## src/rtl/counting_pkg.sv

```systemverilog
// Shared symbol constants and state encoding for the framed 2-bit symbol
// emitter and its matching counter/detector.
package counting_pkg;

  localparam logic [1:0] SYM_IDLE = 2'd0;
  localparam logic [1:0] SYM_HEAD = 2'd1;
  localparam logic [1:0] SYM_BODY = 2'd2;
  localparam logic [1:0] SYM_TAIL = 2'd3;

  typedef enum logic [2:0] {
    ST_IDLE = 3'd0,
    ST_HEAD = 3'd1,
    ST_BODY = 3'd2,
    ST_TAIL = 3'd3,
    ST_FIN  = 3'd4
  } emit_state_t;

  function automatic logic [1:0] state_sym(input emit_state_t s, input logic [1:0] idle_sym);
    logic [1:0] sym;
    case (s)
      ST_HEAD: sym = SYM_HEAD;
      ST_BODY: sym = SYM_BODY;
      ST_TAIL: sym = SYM_TAIL;
      default: sym = idle_sym;
    endcase
    return sym;
  endfunction

  function automatic logic state_valid(input emit_state_t s);
    return (s == ST_HEAD) || (s == ST_BODY) || (s == ST_TAIL);
  endfunction

endpackage

```

## src/rtl/seq_rep_counter.sv

```systemverilog
// Loadable down-counter holding the number of body symbols still to emit.
module seq_rep_counter #(
  parameter int CW = 4
) (
  input  logic          clk,
  input  logic          rst_n,
  input  logic          load,
  input  logic          dec,
  input  logic [CW-1:0] load_val,
  output logic [CW-1:0] value,
  output logic          is_zero,
  output logic          is_one
);

  always_ff @(posedge clk or negedge rst_n) begin
    if (!rst_n) begin
      value <= '0;
    end else if (load) begin
      value <= load_val;
    end else if (dec && (value != '0)) begin
      value <= value - CW'(1);
    end
  end

  assign is_zero = (value == '0);
  assign is_one  = (value == CW'(1));

endmodule

```

## src/rtl/seq_emitter.sv

```systemverilog
// Framed symbol generator: emits 1, N copies of 2, then 3 over a valid/ready
// handshake, pulses done afterwards and counts completed frames.
module seq_emitter
  import counting_pkg::*;
#(
  parameter int         CW       = 4,
  parameter logic [1:0] IDLE_SYM = SYM_IDLE
) (
  input  logic          clk,
  input  logic          rst_n,
  input  logic          start,
  input  logic [CW-1:0] cnt,
  output logic [1:0]    num,
  output logic          num_valid,
  input  logic          num_ready,
  output logic          busy,
  output logic          done,
  output logic [7:0]    frames
);

  emit_state_t state, next_state;
  logic        accept;
  logic        rem_load, rem_dec, rem_zero, rem_one;
  logic [CW-1:0] rem;

  assign accept = num_valid & num_ready;

  seq_rep_counter #(.CW(CW)) u_rem (
    .clk     (clk),
    .rst_n   (rst_n),
    .load    (rem_load),
    .dec     (rem_dec),
    .load_val(cnt),
    .value   (rem),
    .is_zero (rem_zero),
    .is_one  (rem_one)
  );

  always_ff @(posedge clk or negedge rst_n) begin
    if (!rst_n) begin
      state <= ST_IDLE;
    end else begin
      state <= next_state;
    end
  end

  // The state only advances on accept, so the symbol decoded from it holds
  // steady for as long as the consumer stalls.
  always_comb begin
    next_state = state;
    rem_load   = 1'b0;
    rem_dec    = 1'b0;
    case (state)
      ST_IDLE: begin
        if (start) begin
          rem_load   = 1'b1;
          next_state = ST_HEAD;
        end
      end
      ST_HEAD: begin
        if (accept) begin
          next_state = rem_zero ? ST_TAIL : ST_BODY;
        end
      end
      ST_BODY: begin
        if (accept) begin
          rem_dec = 1'b1;
          if (rem_one) begin
            next_state = ST_TAIL;
          end
        end
      end
      ST_TAIL: begin
        if (accept) begin
          next_state = ST_FIN;
        end
      end
      ST_FIN:  next_state = ST_IDLE;
      default: next_state = ST_IDLE;
    endcase
  end

  // Outputs are registered from next_state so they line up with state.
  always_ff @(posedge clk or negedge rst_n) begin
    if (!rst_n) begin
      num       <= IDLE_SYM;
      num_valid <= 1'b0;
      busy      <= 1'b0;
      done      <= 1'b0;
      frames    <= 8'd0;
    end else begin
      num       <= state_sym(next_state, IDLE_SYM);
      num_valid <= state_valid(next_state);
      busy      <= (next_state != ST_IDLE);
      done      <= (next_state == ST_FIN);
      if (state == ST_FIN) begin
        frames <= frames + 8'd1;
      end
    end
  end

endmodule

```

## config.mk

```make
export PLATFORM = sky130hd
export DESIGN_NAME = seq_emitter
export DESIGN_NICKNAME = d
export VERILOG_FILES = /design/src/rtl/counting_pkg.sv /design/src/rtl/seq_rep_counter.sv /design/src/rtl/seq_emitter.sv
export SDC_FILE = /design/constraint.sdc
export NUM_CORES = 1
export LEC_CHECK = 0
export ABC_CLOCK_PERIOD_IN_PS = 1700
export CORE_UTILIZATION = 42
export DETAILED_ROUTE_END_ITERATION = 16
export MAX_ROUTING_LAYER = met4
export PLACE_DENSITY = 0.76
export SLEW_MARGIN = 40
export SYNTH_ARGS = -nofsm -noshare
export SYNTH_HDL_FRONTEND = slang
export SYNTH_SLANG_ARGS = --single-unit
```

## constraint.sdc

```tcl
create_clock -name clk -period 1.7 [get_ports clk]
set_input_delay 0.17 -clock clk [delete_from_list [all_inputs] [get_ports clk]]
set_output_delay 0.17 -clock clk [all_outputs]
set_load 0.01 [all_outputs]
```

==> results.md, run 1 <==
- Largest cells by area after synthesis: dfrtp_1 (51%), xnor2_1 (6.2%), ha_1 (5.1%)
- Minimum clock period: 1.70 ns
- Num CTS Buffers: 3
- Total Wirelength: 1.88 mm
- Total grt overflow: 0
- Final antenna-violating net count: 0
- Setup Skew: 0.00242 ns
- Post-Synth Simple-Gate Area: 24.3%
- Area grow syn2layout: 37.1%
- Critical path's top delay family: simple AND/OR/NAND/NOR gates
- Setup tns final: 0 ns
- RSZ-0062 raised after global routing: true
- CP max stage cell: dfrtp_1
- Share of synthesized flip-flops with an asynchronous set or reset: 100%
- Ports: 21
- First DRT Iteration DRCs: 3
- Worst skew pair latency: 0.29 ns
- Crit path buffers/inverters: 2
- Global Route met1 Usage: 19.5%
- CORE AREA: 2210 sq um
- Final net count: 126
- First-pass GRT wire length: 2.98 mm
- H-tree lvl count: 1
- Layout cell share with drive strength beyond 1: 23.0%
- Port bufs: 20
- Reg2reg path depth: 7
- Pwr Total: 2180 uW
- Clock Tree Root: clkbuf_4
- Total GRT Usage: 16.9%
- CP arrival: 1.89 ns
- Critical path class: reg2reg
- Pin count of the biggest net entering global routing: 21
- Busiest layer in global routing: met2
- Syn_nets: 93
- Routed WL per cell: 13.3 um
- Tightest Hold Check Type: in2async
- FF-to-FF Start: u_rem.value[0]$_DFFE_PN0P_
- Status: complete, no violations
- Yosys top cell area share: 50.6%
- Maximum clock insertion buffer count: 2
- Period utilization: 100%
- Setup slack, reg-to-reg: 0.0007 ns
- Met2 GRT Util: 27.8%
- Slew headroom: 75.1%
- Cts hold-fix bufs: 0
- Synth Flop Type: dfrtp_1
- Avg Inst Size Synth: 12.2 sq um
- Max rail drop VDD: 0.000884 V
- Clock net sink count: 20
- CTS tree: built
- Area leader, netlist: dfrtp_1
- Die footprint: 2550 sq um
- CP required: 1.89 ns
- Syn Std Cell Area: 988 sq um
- TritonRoute pass-1 iters: 4
- Vias per cell: 5.04
- Worst-margin pin slew: 0.370 ns
- Ant. Diodes: 0
- Placed Area: 1260 sq um
- Worst Hold Margin: 0.208 ns
- Slew Viols, Final: 0
- Endpoint type of the worst setup path: flip-flop
- Fin. Hold Viols: 0
- Synth Area in Adders: 5.06%
- Synth Area in Compound Gates: 7.34%
- PwrDens: 1610 nW/um^2
- # DRC: 0
- Die Wd: 50.5 um
- Initial antenna violation count: 0
- Initial core utilization: 44.7%
- Hpwl dp: 1.37 mm
- Clk pin slew, worst setup/hold paths: 0.11 ns
- Crit-path max FO: 5
- Die Y: 50.5 um
- XOR/XNOR share of the synthesized area: 8.86%
- Worst R2R End: u_rem.value[2]$_DFFE_PN0P_
- Worst path max stage delay: 0.44 ns
- Post-Synthesis Cells: 81
- Main combinational cell family by area after synthesis: simple AND/OR/NAND/NOR gates
- Leak: 0.000575 uW
- CP cell instances: inv_2, ha_4, nor3b_4, buf_6, nor4_4, a211o_1, nand3_1
- GPL Wtd Cong: 0.895
- Number of synthesized flops with an enable pin: 0
- Vias: 710
- Yosys reg bits: 20
- Final setup viols: 0
- Final instance area: 1360 sq um
- Vias in the first global route: 697
- Yosys warnings: 0
- Met3 usage: 2.73%
- CP Launch Type: flip-flop
- Seq/Total Area, Yosys: 50.6%
- Std-Cell Rows: 17
- FMAX: 588 MHz
- Mux share of post-synthesis cell area: 1.14%
- Util after Layout: 61.3%
- MaxCap Viol Count: 0
- Post-synthesis cell type count: 31
-- layout make-up --
| class | instances | area (sq um) |
|---|---|---|
| clock buffer | 3 | 22.5 |
| clock inverter | 1 | 30.0 |
| fill | 195 | 857 |
| inverter | 4 | 15.0 |
| multi-input combinational | 56 | 480 |
| sequential | 20 | 500 |
| tap | 28 | 35.0 |
| timing repair buffer | 29 | 272 |
-- registers in the layout (all words and copies together), names as in the netlist --
| name | count |
|---|---|
| frames | 8 |
| num_valid | 1 |
| done | 1 |
| state | 3 |
| num | 2 |
| busy | 1 |
| u_rem.value | 4 |
-- metal layers --
| metal | vias up | share of wire, % |
|---|---|---|
| li1 | 352 | - |
| met1 | 332 | 46 |
| met2 | 22 | 48 |
| met3 | 4 | 3.7 |
| met4 | 0 | 1.7 |
| met5 | - | 0 |
-- stage by stage --
stage          worst slack (ns)  cells
2_1_floorplan             0.140     81
3_3_place_gp             0.0453    134
3_5_place_dp            -0.0332    134
4_1_cts                  0.0300    138
5_1_grt                 -0.0889    141
6_report               0.000675    141
-- kinds of logic (layout without fill, tap and decap cells) --
| logic type | count (synthesis) | after routing |
|---|---|---|
| compound gates | 9 | 9 |
| xor+xnor | 10 | 10 |
| fa+ha+maj | 4 | 4 |
| buf+inv | 5 | 37 |
| flops | 20 | 20 |
| mux | 1 | 1 |
| simple gates | 32 | 32 |
-- repair_timing --
| action | in CTS | in global routing |
|---|---|---|
| setup buffers | 0 | 3 |
| setup endpoints to repair | 0 | 5 |
| resized for setup | 0 | 6 |
-- synth_stat cells (2+ instances only) --
| master | n |
|---|---|
| o21ai_0 | 2 |
| nand2_1 | 6 |
| xnor2_1 | 7 |
| inv_1 | 4 |
| nand4_1 | 2 |
| xor2_1 | 3 |
| ha_1 | 4 |
| nor4_4 | 2 |
| dfrtp_1 | 20 |
| nand3_1 | 6 |
| nor2_1 | 5 |
-- worst max-delay path by stage --
stage	from	to	cells after the start
final	u_rem.value[0]$_DFFE_PN0P_	u_rem.value[2]$_DFFE_PN0P_	7
after global routing	u_rem.value[0]$_DFFE_PN0P_	u_rem.value[0]$_DFFE_PN0P_	7
after CTS	u_rem.value[0]$_DFFE_PN0P_	busy$_DFF_PN0_	6
after detailed placement	num_ready	busy$_DFF_PN0_	5
after global placement	num_ready	busy$_DFF_PN0_	5
after floorplan	u_rem.value[0]$_DFFE_PN0P_	num_valid$_DFF_PN0_	6
-- report_power, final --
| part | leakage (uW) | switching (uW) | internal (uW) | total (uW) |
|---|---|---|---|---|
| Sequential | 0.000255 | 181 | 635 | 816 |
| Combinational | 0.000293 | 450 | 537 | 987 |
| Clock | 0.0000279 | 141 | 238 | 380 |
| Total | 0.000575 | 773 | 1410 | 2180 |
-- placed cells by master (no fill, tap or decap), types with 2 or more instances in the layout --
cell type and instances:
clkdlybuf4s50_1 20, inv_1 3, nor4_4 2, nand3_1 6, clkbuf_4 3, nor3b_4 2
nor2_1 5, xor2_1 3, ha_1 3, nand2_1 6, dfrtp_1 20, buf_4 8
xnor2_1 7, nand4_1 2
Note: power is estimated with default switching activity, not from simulation.
==> run 2, diff against run 1 <==
SLEW_MARGIN = 15   (was 40)
==> results of run 2 <==
Final layout, timing and power as in run 1 (identical DEF).
==> run 3, diff against run 2 <==
CTS_CLUSTER_SIZE = 14   (was unset)
==> results of run 3 <==
Final layout, timing and power as in run 1 (identical DEF).
